<file path="src/rtl/alu_1bit_if.sv">
// Operand, select, enable and result bundle for one alu_1bit slice.
// The master drives operands/select/enable; the slave (the ALU) drives all results.
interface alu_1bit_if;
    logic       A;
    logic       B;
    logic       Cin;
    logic [1:0] S;
    logic       en;
    logic       F;
    logic       Cout;
    logic       F_q;
    logic       Cout_q;

    modport master (
        output A, B, Cin, S, en,
        input  F, Cout, F_q, Cout_q
    );

    modport slave (
        input  A, B, Cin, S, en,
        output F, Cout, F_q, Cout_q
    );
endinterface

</file>
<file path="src/rtl/alu_1bit.sv">
// Single-bit ALU slice: AND/OR/XOR/full-add, with a combinational result
// and an enable-captured registered copy for bit-serial use.
module alu_1bit (
    input  logic       clk,
    input  logic       rst,
    alu_1bit_if.slave  bus
);

    typedef enum logic [1:0] {
        OpAnd = 2'b00,
        OpOr  = 2'b01,
        OpXor = 2'b10,
        OpAdd = 2'b11
    } op_e;

    logic f_comb;
    logic cout_comb;
    logic f_d;
    logic f_q;
    logic cout_d;
    logic cout_q;

    // Carry-out is only meaningful for ADD; other ops force it low and ignore Cin.
    always_comb begin
        f_comb    = 1'b0;
        cout_comb = 1'b0;
        unique case (op_e'(bus.S))
            OpAnd: f_comb = bus.A & bus.B;
            OpOr:  f_comb = bus.A | bus.B;
            OpXor: f_comb = bus.A ^ bus.B;
            OpAdd: begin
                f_comb    = bus.A ^ bus.B ^ bus.Cin;
                cout_comb = (bus.A & bus.B) | (bus.A & bus.Cin) | (bus.B & bus.Cin);
            end
            default: begin
                f_comb    = 1'b0;
                cout_comb = 1'b0;
            end
        endcase
    end

    always_comb begin
        f_d    = f_q;
        cout_d = cout_q;
        if (bus.en) begin
            f_d    = f_comb;
            cout_d = cout_comb;
        end
    end

    always_ff @(posedge clk or posedge rst) begin
        if (rst) begin
            f_q    <= 1'b0;
            cout_q <= 1'b0;
        end else begin
            f_q    <= f_d;
            cout_q <= cout_d;
        end
    end

    assign bus.F      = f_comb;
    assign bus.Cout   = cout_comb;
    assign bus.F_q    = f_q;
    assign bus.Cout_q = cout_q;

endmodule

</file>
<file path="src/flat_wrapper.sv">
// flat-port wrapper written by rule: the top's interface ports become plain ports
module alu_1bit_flat 
  (clk, rst, bus_A, bus_B, bus_Cin, bus_S, bus_en, bus_F, bus_Cout, bus_F_q, bus_Cout_q);
  alu_1bit_if bus_i ();
  input  logic clk;
  input  logic rst;
  input wire logic [$bits(bus_i.A)-1:0] bus_A;
  input wire logic [$bits(bus_i.B)-1:0] bus_B;
  input wire logic [$bits(bus_i.Cin)-1:0] bus_Cin;
  input wire logic [$bits(bus_i.S)-1:0] bus_S;
  input wire logic [$bits(bus_i.en)-1:0] bus_en;
  output wire logic [$bits(bus_i.F)-1:0] bus_F;
  output wire logic [$bits(bus_i.Cout)-1:0] bus_Cout;
  output wire logic [$bits(bus_i.F_q)-1:0] bus_F_q;
  output wire logic [$bits(bus_i.Cout_q)-1:0] bus_Cout_q;
  assign bus_i.A = bus_A;
  assign bus_i.B = bus_B;
  assign bus_i.Cin = bus_Cin;
  assign bus_i.S = bus_S;
  assign bus_i.en = bus_en;
  assign bus_F = bus_i.F;
  assign bus_Cout = bus_i.Cout;
  assign bus_F_q = bus_i.F_q;
  assign bus_Cout_q = bus_i.Cout_q;
  alu_1bit u_core (.clk(clk), .rst(rst), .bus(bus_i));
endmodule
</file>
<file path="config.mk">
export PLATFORM = sky130hd
export DESIGN_NAME = alu_1bit_flat
export DESIGN_NICKNAME = d
export VERILOG_FILES = /design/src/rtl/alu_1bit_if.sv /design/src/rtl/alu_1bit.sv /design/src/flat_wrapper.sv
export SDC_FILE = /design/constraint.sdc
export NUM_CORES = 1
export LEC_CHECK = 0
export ABC_AREA = 0
export CAP_MARGIN = 0
export CELL_PAD_IN_SITES_DETAIL_PLACEMENT = 2
export CELL_PAD_IN_SITES_GLOBAL_PLACEMENT = 2
export CORE_AREA = 2 2 39 41
export CTS_CLUSTER_DIAMETER = 120
export CTS_CLUSTER_SIZE = 12
export DETAILED_ROUTE_END_ITERATION = 12
export DIE_AREA = 0 0 41 43
export PLACE_DENSITY_LB_ADDON = 0.08
export SYNTH_ARGS = -nofsm -noshare
export SYNTH_HDL_FRONTEND = slang
export SYNTH_SLANG_ARGS = --single-unit
</file>
<file path="constraint.sdc">
create_clock -name clk -period 2.6 [get_ports clk]
set_input_delay 0.26 -clock clk [delete_from_list [all_inputs] [get_ports clk]]
set_output_delay 0.26 -clock clk [all_outputs]
set_load 0.01 [all_outputs]
</file>
==> impl_metrics.py, run 1 <==
metrics = {
    "run_status": {
        "status": "finished, final reports clean",
    },
    "cells_and_area": {
        "final_area_um2": 335,
        "drive_gt1_share_pct": 15.2,
        "diodes": 0,
        "fin_nets": 46,
        "final_util_pct": 24.2,
        "syn2layout_area_growth_pct": 83.6,
        "fillerInstances": 162,
        "fin_cells": 49,
        "final_cell_mix": "clkdlybuf4s50_1, inv_1, clkbuf_4",
        "layout_commonest_cell": "clkdlybuf4s50_1",
    },
    "floorplanning": {
        "die_y_um": 43,
        "start_util_pct": 13.2,
        "core_area_um2": 1380,
        "fp-row-count": 14,
        "design.die.area_um2": 1760,
        "io_pins": 12,
        "dieWidth_um": 41,
    },
    "timing": {
        "grt_setup_unrepaired": "false",
        "clock_skew_ps": 0,
        "fmax_mhz": 413,
        "holdWs_ps": 183,
        "drv_slew": 0,
        "finalCritPeriodShare_pct": 93.0,
        "tightest_slew_ps": 326,
        "setup_violations": 0,
        "slew_headroom_pct": 78.0,
        "final_hold_viol_count": 0,
        "tns_ps": 0,
        "fin_crit_ps": 2420,
        "setup_slack_ps": 181,
    },
    "setup_path": {
        "reg2regPathDepth": 2,
        "max_stage_delay_ps": 550,
        "reg2reg_slack_ps": 1680,
        "worstSetupEndpointType": "output port",
        "critPathSlowestCell": "fa_1",
        "startpoint_type": "input pin",
        "cp_common_cell": "clkdlybuf4s50_1",
        "r2r-start": "u_core.bus.F_q",
        "crit_required_ps": 2340,
        "crit_fanout": 3,
        "crit_type": "input pin to output port",
        "rr_endpoint": "u_core.bus.F_q",
        "cp.arrival_ps": 2160,
        "crit_chain": "clkdlybuf4s50_1 > fa_1 > nand2_1 > o21ai_0 > o21a_1 > clkdlybuf4s50_1",
    },
    "grt": {
        "grt_max_degree": 5,
        "grt_overflow_total": 0,
        "grt_pass1_wl_um": 952,
        "grt.total_usage_pct": 9.05,
        "antenna_found_initial": 0,
        "grt_pass1_vias": 216,
    },
    "cts": {
        "htreeDepth": 1,
        "cts.sinks": 2,
        "clk-insertion-delay-late_ps": 230,
        "cts_setup_buffers": 0,
        "cts_buffers": 3,
        "hold_buffers": 0,
        "cts_root_buffer": "clkbuf_4",
        "clock_path_buffers": 2,
        "cts_tree": "built",
        "clkTransAtPathRegs_ps": 30,
        "postCtsResizedCells": 0,
    },
    "synth": {
        "synthCells": 19,
        "synth.distinct_cells": 13,
        "ys_ff_latch": 2,
        "netlist_area_um2": 183,
        "ys_warn_count": 0,
        "synthesis.nets": 30,
        "yosysSeqAreaShare_pct": 27.4,
        "avgSynthCellArea_um2": 9.61,
    },
    "job": {
        "cap_violations": 0,
    },
    "place": {
        "hpwl_um": 438,
        "dp_worst_setup_slack_ps": 173,
        "place_area_um2": 313,
        "gp_congestion": 0.549,
        "dp_cells": 46,
        "portBuffers": 11,
    },
    "min_path": {
        "timing.hold.worst.class": "input pin to asynchronous set/reset pin",
    },
    "power_and_ir_drop": {
        "finalPower_uw": 154,
        "ir_drop_v": 0.000207,
        "p_leak_nw": 0.156,
        "powerDensity_nw_per_um2": 458,
    },
    "drt": {
        "routed_wl_um": 517,
        "drt_pass1_iterations": 4,
        "vias": 192,
        "drtIter0Drc": 2,
        "vias_per_cell": 3.92,
        "drtAntennaViolNets": 0,
        "route.detailed.drc": 0,
        "avgRoutedWirePerCell_um": 10.6,
    },
}
## layout make-up
class	count	area (um^2)	share of cell area, %
timing repair buffer	11	110	32.8
multi-input combinational	13	118	35.1
clock buffer	3	22.5	6.72
tap	16	20.0	5.97
inverter	4	15.0	4.48
sequential	2	50.0	14.9
## Yosys cell counts
| library cell | instances | area share (%) |
|---|---|---|
| and3_2 | 1 | 4.1 |
| fa_1 | 1 | 11 |
| inv_1 | 4 | 8.2 |
| mux2_2 | 1 | 6.2 |
| nor3b_1 | 1 | 4.1 |
| mux2i_1 | 1 | 5.5 |
| o21ai_0 | 1 | 2.7 |
| o21a_1 | 1 | 4.1 |
| nor2b_1 | 1 | 3.4 |
| dfrtp_1 | 2 | 27 |
| nand2_1 | 2 | 4.1 |
| ha_1 | 2 | 14 |
| a311o_1 | 1 | 5.5 |
## critical path, delay by kind of cell
kind,cells,cell delay (ps)
AOI/OAI and AO/OA,2,290
and+or+nand+nor,1,60
adders and majority gates,1,550
buffers and inverters,2,990
## power by group
group          internal [mW]  leakage, nW  switching, mW
Combinational         0.0289        0.116         0.0186
Sequential            0.0346       0.0259        0.00131
Clock                 0.0510       0.0138         0.0191
## how the worst max path moves through the flow
stage | cells after the start | slack (ps) | end | startpoint
after global placement | 6 | 220 | bus_F | bus_B
after floorplan | 4 | 1260 | bus_F | bus_Cin
after global routing | 6 | 40 | bus_F | bus_B
final | 6 | 180 | bus_F | bus_B
after CTS | 6 | 170 | bus_F | bus_B
after detailed placement | 6 | 170 | bus_F | bus_B
## flip-flops by register name (all words and copies together), names as in the netlist
register,count
u_core.bus.Cout_q,1
u_core.bus.F_q,1
## per-layer routing
layer | vias up | share of wire (%) | GRT usage [%] | routed length [um]
met1 | 93 | 35 | 8.74 | 181
li1 | 92 | - | - | -
met4 | 0 | 3.1 | 10.0 | 16
met2 | 5 | 60 | 13.1 | 309
met3 | 2 | 1.9 | 3.14 | 10
met5 | - | 0 | 0 | 0
## cells by family (layout without fill, tap and decap cells)
group | after synthesis | in the layout | synth area share [%]
AOI/OAI and AO/OA | 3 | 3 | 12.3
adders and majority gates | 3 | 3 | 24.7
buffers and inverters | 4 | 18 | 8.22
DFF | 2 | 2 | 27.4
muxes | 2 | 2 | 11.6
and+or+nand+nor | 5 | 5 | 15.8
(Power assumes the default switching activity.)
==> run 2, diff against run 1 <==
--- a/config.mk
+++ b/config.mk
@@ -15,6 +15,7 @@
 export DETAILED_ROUTE_END_ITERATION = 12
 export DIE_AREA = 0 0 41 43
 export PLACE_DENSITY_LB_ADDON = 0.08
+export SLEW_MARGIN = 40
 export SYNTH_ARGS = -nofsm -noshare
 export SYNTH_HDL_FRONTEND = slang
 export SYNTH_SLANG_ARGS = --single-unit
==> results of run 2 <==
Final layout, timing and power as in run 1 (identical DEF).
==> run 3, diff against run 2 <==
--- a/config.mk
+++ b/config.mk
@@ -5,7 +5,7 @@
 export SDC_FILE = /design/constraint.sdc
 export NUM_CORES = 1
 export LEC_CHECK = 0
-export ABC_AREA = 0
+export ABC_AREA = 1
 export CAP_MARGIN = 0
 export CELL_PAD_IN_SITES_DETAIL_PLACEMENT = 2
 export CELL_PAD_IN_SITES_GLOBAL_PLACEMENT = 2
==> constraint.sdc (replaced) <==
create_clock -name clk -period 2.6 [get_ports clk]
set_input_delay 0.52 -clock clk [delete_from_list [all_inputs] [get_ports clk]]
set_output_delay 0.52 -clock clk [all_outputs]
set_load 0.01 [all_outputs]
==> impl_metrics.py, run 3 <==
metrics = {
    "grt": {
        "grt_pass1_wl_mm": 1.01,
        "gr-usage-met3_pct": 3.14,
        "grt_max_degree": 5,
        "grt_pass1_vias": 253,
        "grt_overflow_total": 0,
        "use_met2_pct": 14.4,
        "grt.total_usage_pct": 9.05,
        "grt.met1_usage_pct": 9.35,
        "busiest_layer": "met2",
        "antenna_found_initial": 0,
    },
    "floorplanning": {
        "die_y_um": 43,
        "start_util_pct": 13.3,
        "fp-row-count": 14,
        "dieWidth_um": 41,
        "core_area_um2": 1380,
        "design.die.area_um2": 1760,
        "io_pins": 12,
    },
    "timing": {
        "fmax_mhz": 396,
        "grt_setup_unrepaired": "false",
        "finalCritPeriodShare_pct": 97.2,
        "setup_slack_ps": 71.9,
        "setup_violations": 0,
        "clock_skew_ps": 0,
        "drv_slew": 0,
        "tightest_slew_ps": 152,
        "tns_ps": 0,
        "final_hold_viol_count": 0,
        "fin_crit_ps": 2530,
        "slew_headroom_pct": 89.8,
        "holdWs_ps": 448,
    },
    "drt": {
        "vias_per_cell": 3.97,
        "route.detailed.drc": 0,
        "drtIter0Drc": 1,
        "drtAntennaViolNets": 0,
        "avgRoutedWirePerCell_um": 9.62,
        "vias": 230,
        "drt_pass1_iterations": 3,
        "routed_wl_um": 558,
    },
    "cts": {
        "clock_path_buffers": 2,
        "clkTransAtPathRegs_ps": 30,
        "cts_root_buffer": "clkbuf_4",
        "cts.sinks": 2,
        "clk-insertion-delay-late_ps": 220,
        "cts_tree": "built",
        "cts_buffers": 3,
        "htreeDepth": 1,
    },
    "synth": {
        "yosysTopAreaCellShare_pct": 27.2,
        "yosysSeqAreaShare_pct": 27.2,
        "synth_common_cells": "nand2_1, inv_1, dfrtp_1, ha_1, nand3_1",
        "synth_edf_count": 0,
        "synth_top_flop_cell": "dfrtp_1",
        "synth_area_leader_cell": "dfrtp_1",
        "synthCells": 26,
        "avgSynthCellArea_um2": 7.07,
        "ys_warn_count": 0,
        "synth-xor-area-share_pct": 0,
        "synth_top_family_by_area": "simple AND/OR/NAND/NOR gates",
        "synth.distinct_cells": 9,
        "synth_most_common_cell": "nand2_1",
        "synth_compound_area_share_pct": 4.08,
        "synth.area.mux_share_pct": 0,
        "synthAdderAreaFrac_pct": 24.5,
        "synthesis.nets": 37,
        "synthTopCellsByArea": "dfrtp_1, nand2_1, ha_1",
        "netlist_area_um2": 184,
        "synthSimpleGateAreaFrac_pct": 34.0,
        "synthArstFlopShare_pct": 100,
        "ys_ff_latch": 2,
    },
    "setup_path": {
        "reg2regPathDepth": 2,
        "crit_required_ps": 2080,
        "worstSetupEndpointType": "output port",
        "crit_type": "input pin to output port",
        "startpoint_type": "input pin",
        "cp.arrival_ps": 2010,
        "crit_fanout": 3,
    },
    "place": {
        "dp_worst_setup_slack_ps": -303,
        "place_area_um2": 329,
        "gp_congestion": 0.663,
        "dp_cells": 55,
        "hpwl_um": 509,
        "portBuffers": 11,
    },
    "power_and_ir_drop": {
        "finalPower_uw": 149,
        "ir_drop_v": 0.000136,
        "p_leak_nw": 0.189,
        "powerDensity_nw_per_um2": 423,
    },
    "cells_and_area": {
        "fin_nets": 55,
        "syn2layout_area_growth_pct": 91.2,
        "drive_gt1_share_pct": 16.7,
        "final_cell_mix": "nand2_1, clkdlybuf4s50_1, inv_1",
        "fillerInstances": 170,
        "fin_cells": 58,
        "final_area_um2": 352,
        "final_util_pct": 25.4,
        "layout_commonest_cell": "nand2_1",
        "diodes": 0,
    },
    "run_status": {
        "status": "finished, final reports clean",
    },
    "min_path": {
        "timing.hold.worst.class": "input pin to asynchronous set/reset pin",
    },
    "job": {
        "cap_violations": 0,
    },
}
==> run 3: routing by layer <==
layer	share of wire (%)	wire length, um
met5	0	0
met4	2.2	12
met3	6.1	34
met2	54	301
met1	37	209
==> run 3: kinds of logic after synthesis <==
logic type | Yosys count
compound gates | 1
buf+inv | 5
flops | 2
fa+ha+maj | 3
simple gates | 15
==> run 3: layout make-up <==
cell class / count / area [um^2] / share of cell area, %
Inverter: 5 / 18.8 / 5.34
Sequential cell: 2 / 50.0 / 14.2
Multi-Input combinational cell: 19 / 115 / 32.7
Tap cell: 16 / 20.0 / 5.69
Timing Repair Buffer: 13 / 125 / 35.6
Clock buffer: 3 / 22.5 / 6.41
==> run 3: power by group <==
group	leakage, nW	internal (mW)	switching [mW]	total [mW]
sequential	0.0257	0.0344	0.00151	0.0359
clock	0.0138	0.0508	0.0156	0.0664
combinational	0.150	0.0271	0.0192	0.0464
==> run 3: worst paths after layout <==
check | from | to | slack (ps)
min | rst | u_core.bus.Cout_q | 450
min in group clk | u_core.bus.Cout_q | u_core.bus.Cout_q | 480
max | bus_B | bus_F | 70
max reg2reg | u_core.bus.F_q | u_core.bus.F_q | 1990
max in group asynchronous | rst | u_core.bus.F_q | 2040
min reg2reg | u_core.bus.Cout_q | u_core.bus.Cout_q | 480
==> run 3: repair_timing <==
action / 4_1_cts / 5_1_grt
setup buffers: 0 / 0
setup endpoints to repair: 2 / 1
resized for setup: 4 / 1
gates cloned: 0 / 0
hold buffers: 0 / 0
==> run 3: worst max-delay path, cell delays in order <==
cell             delay [ps]
clkdlybuf4s50_1         470
fa_1                    530
nand3_1                 100
a21boi_1                150
clkdlybuf4s15_2         230
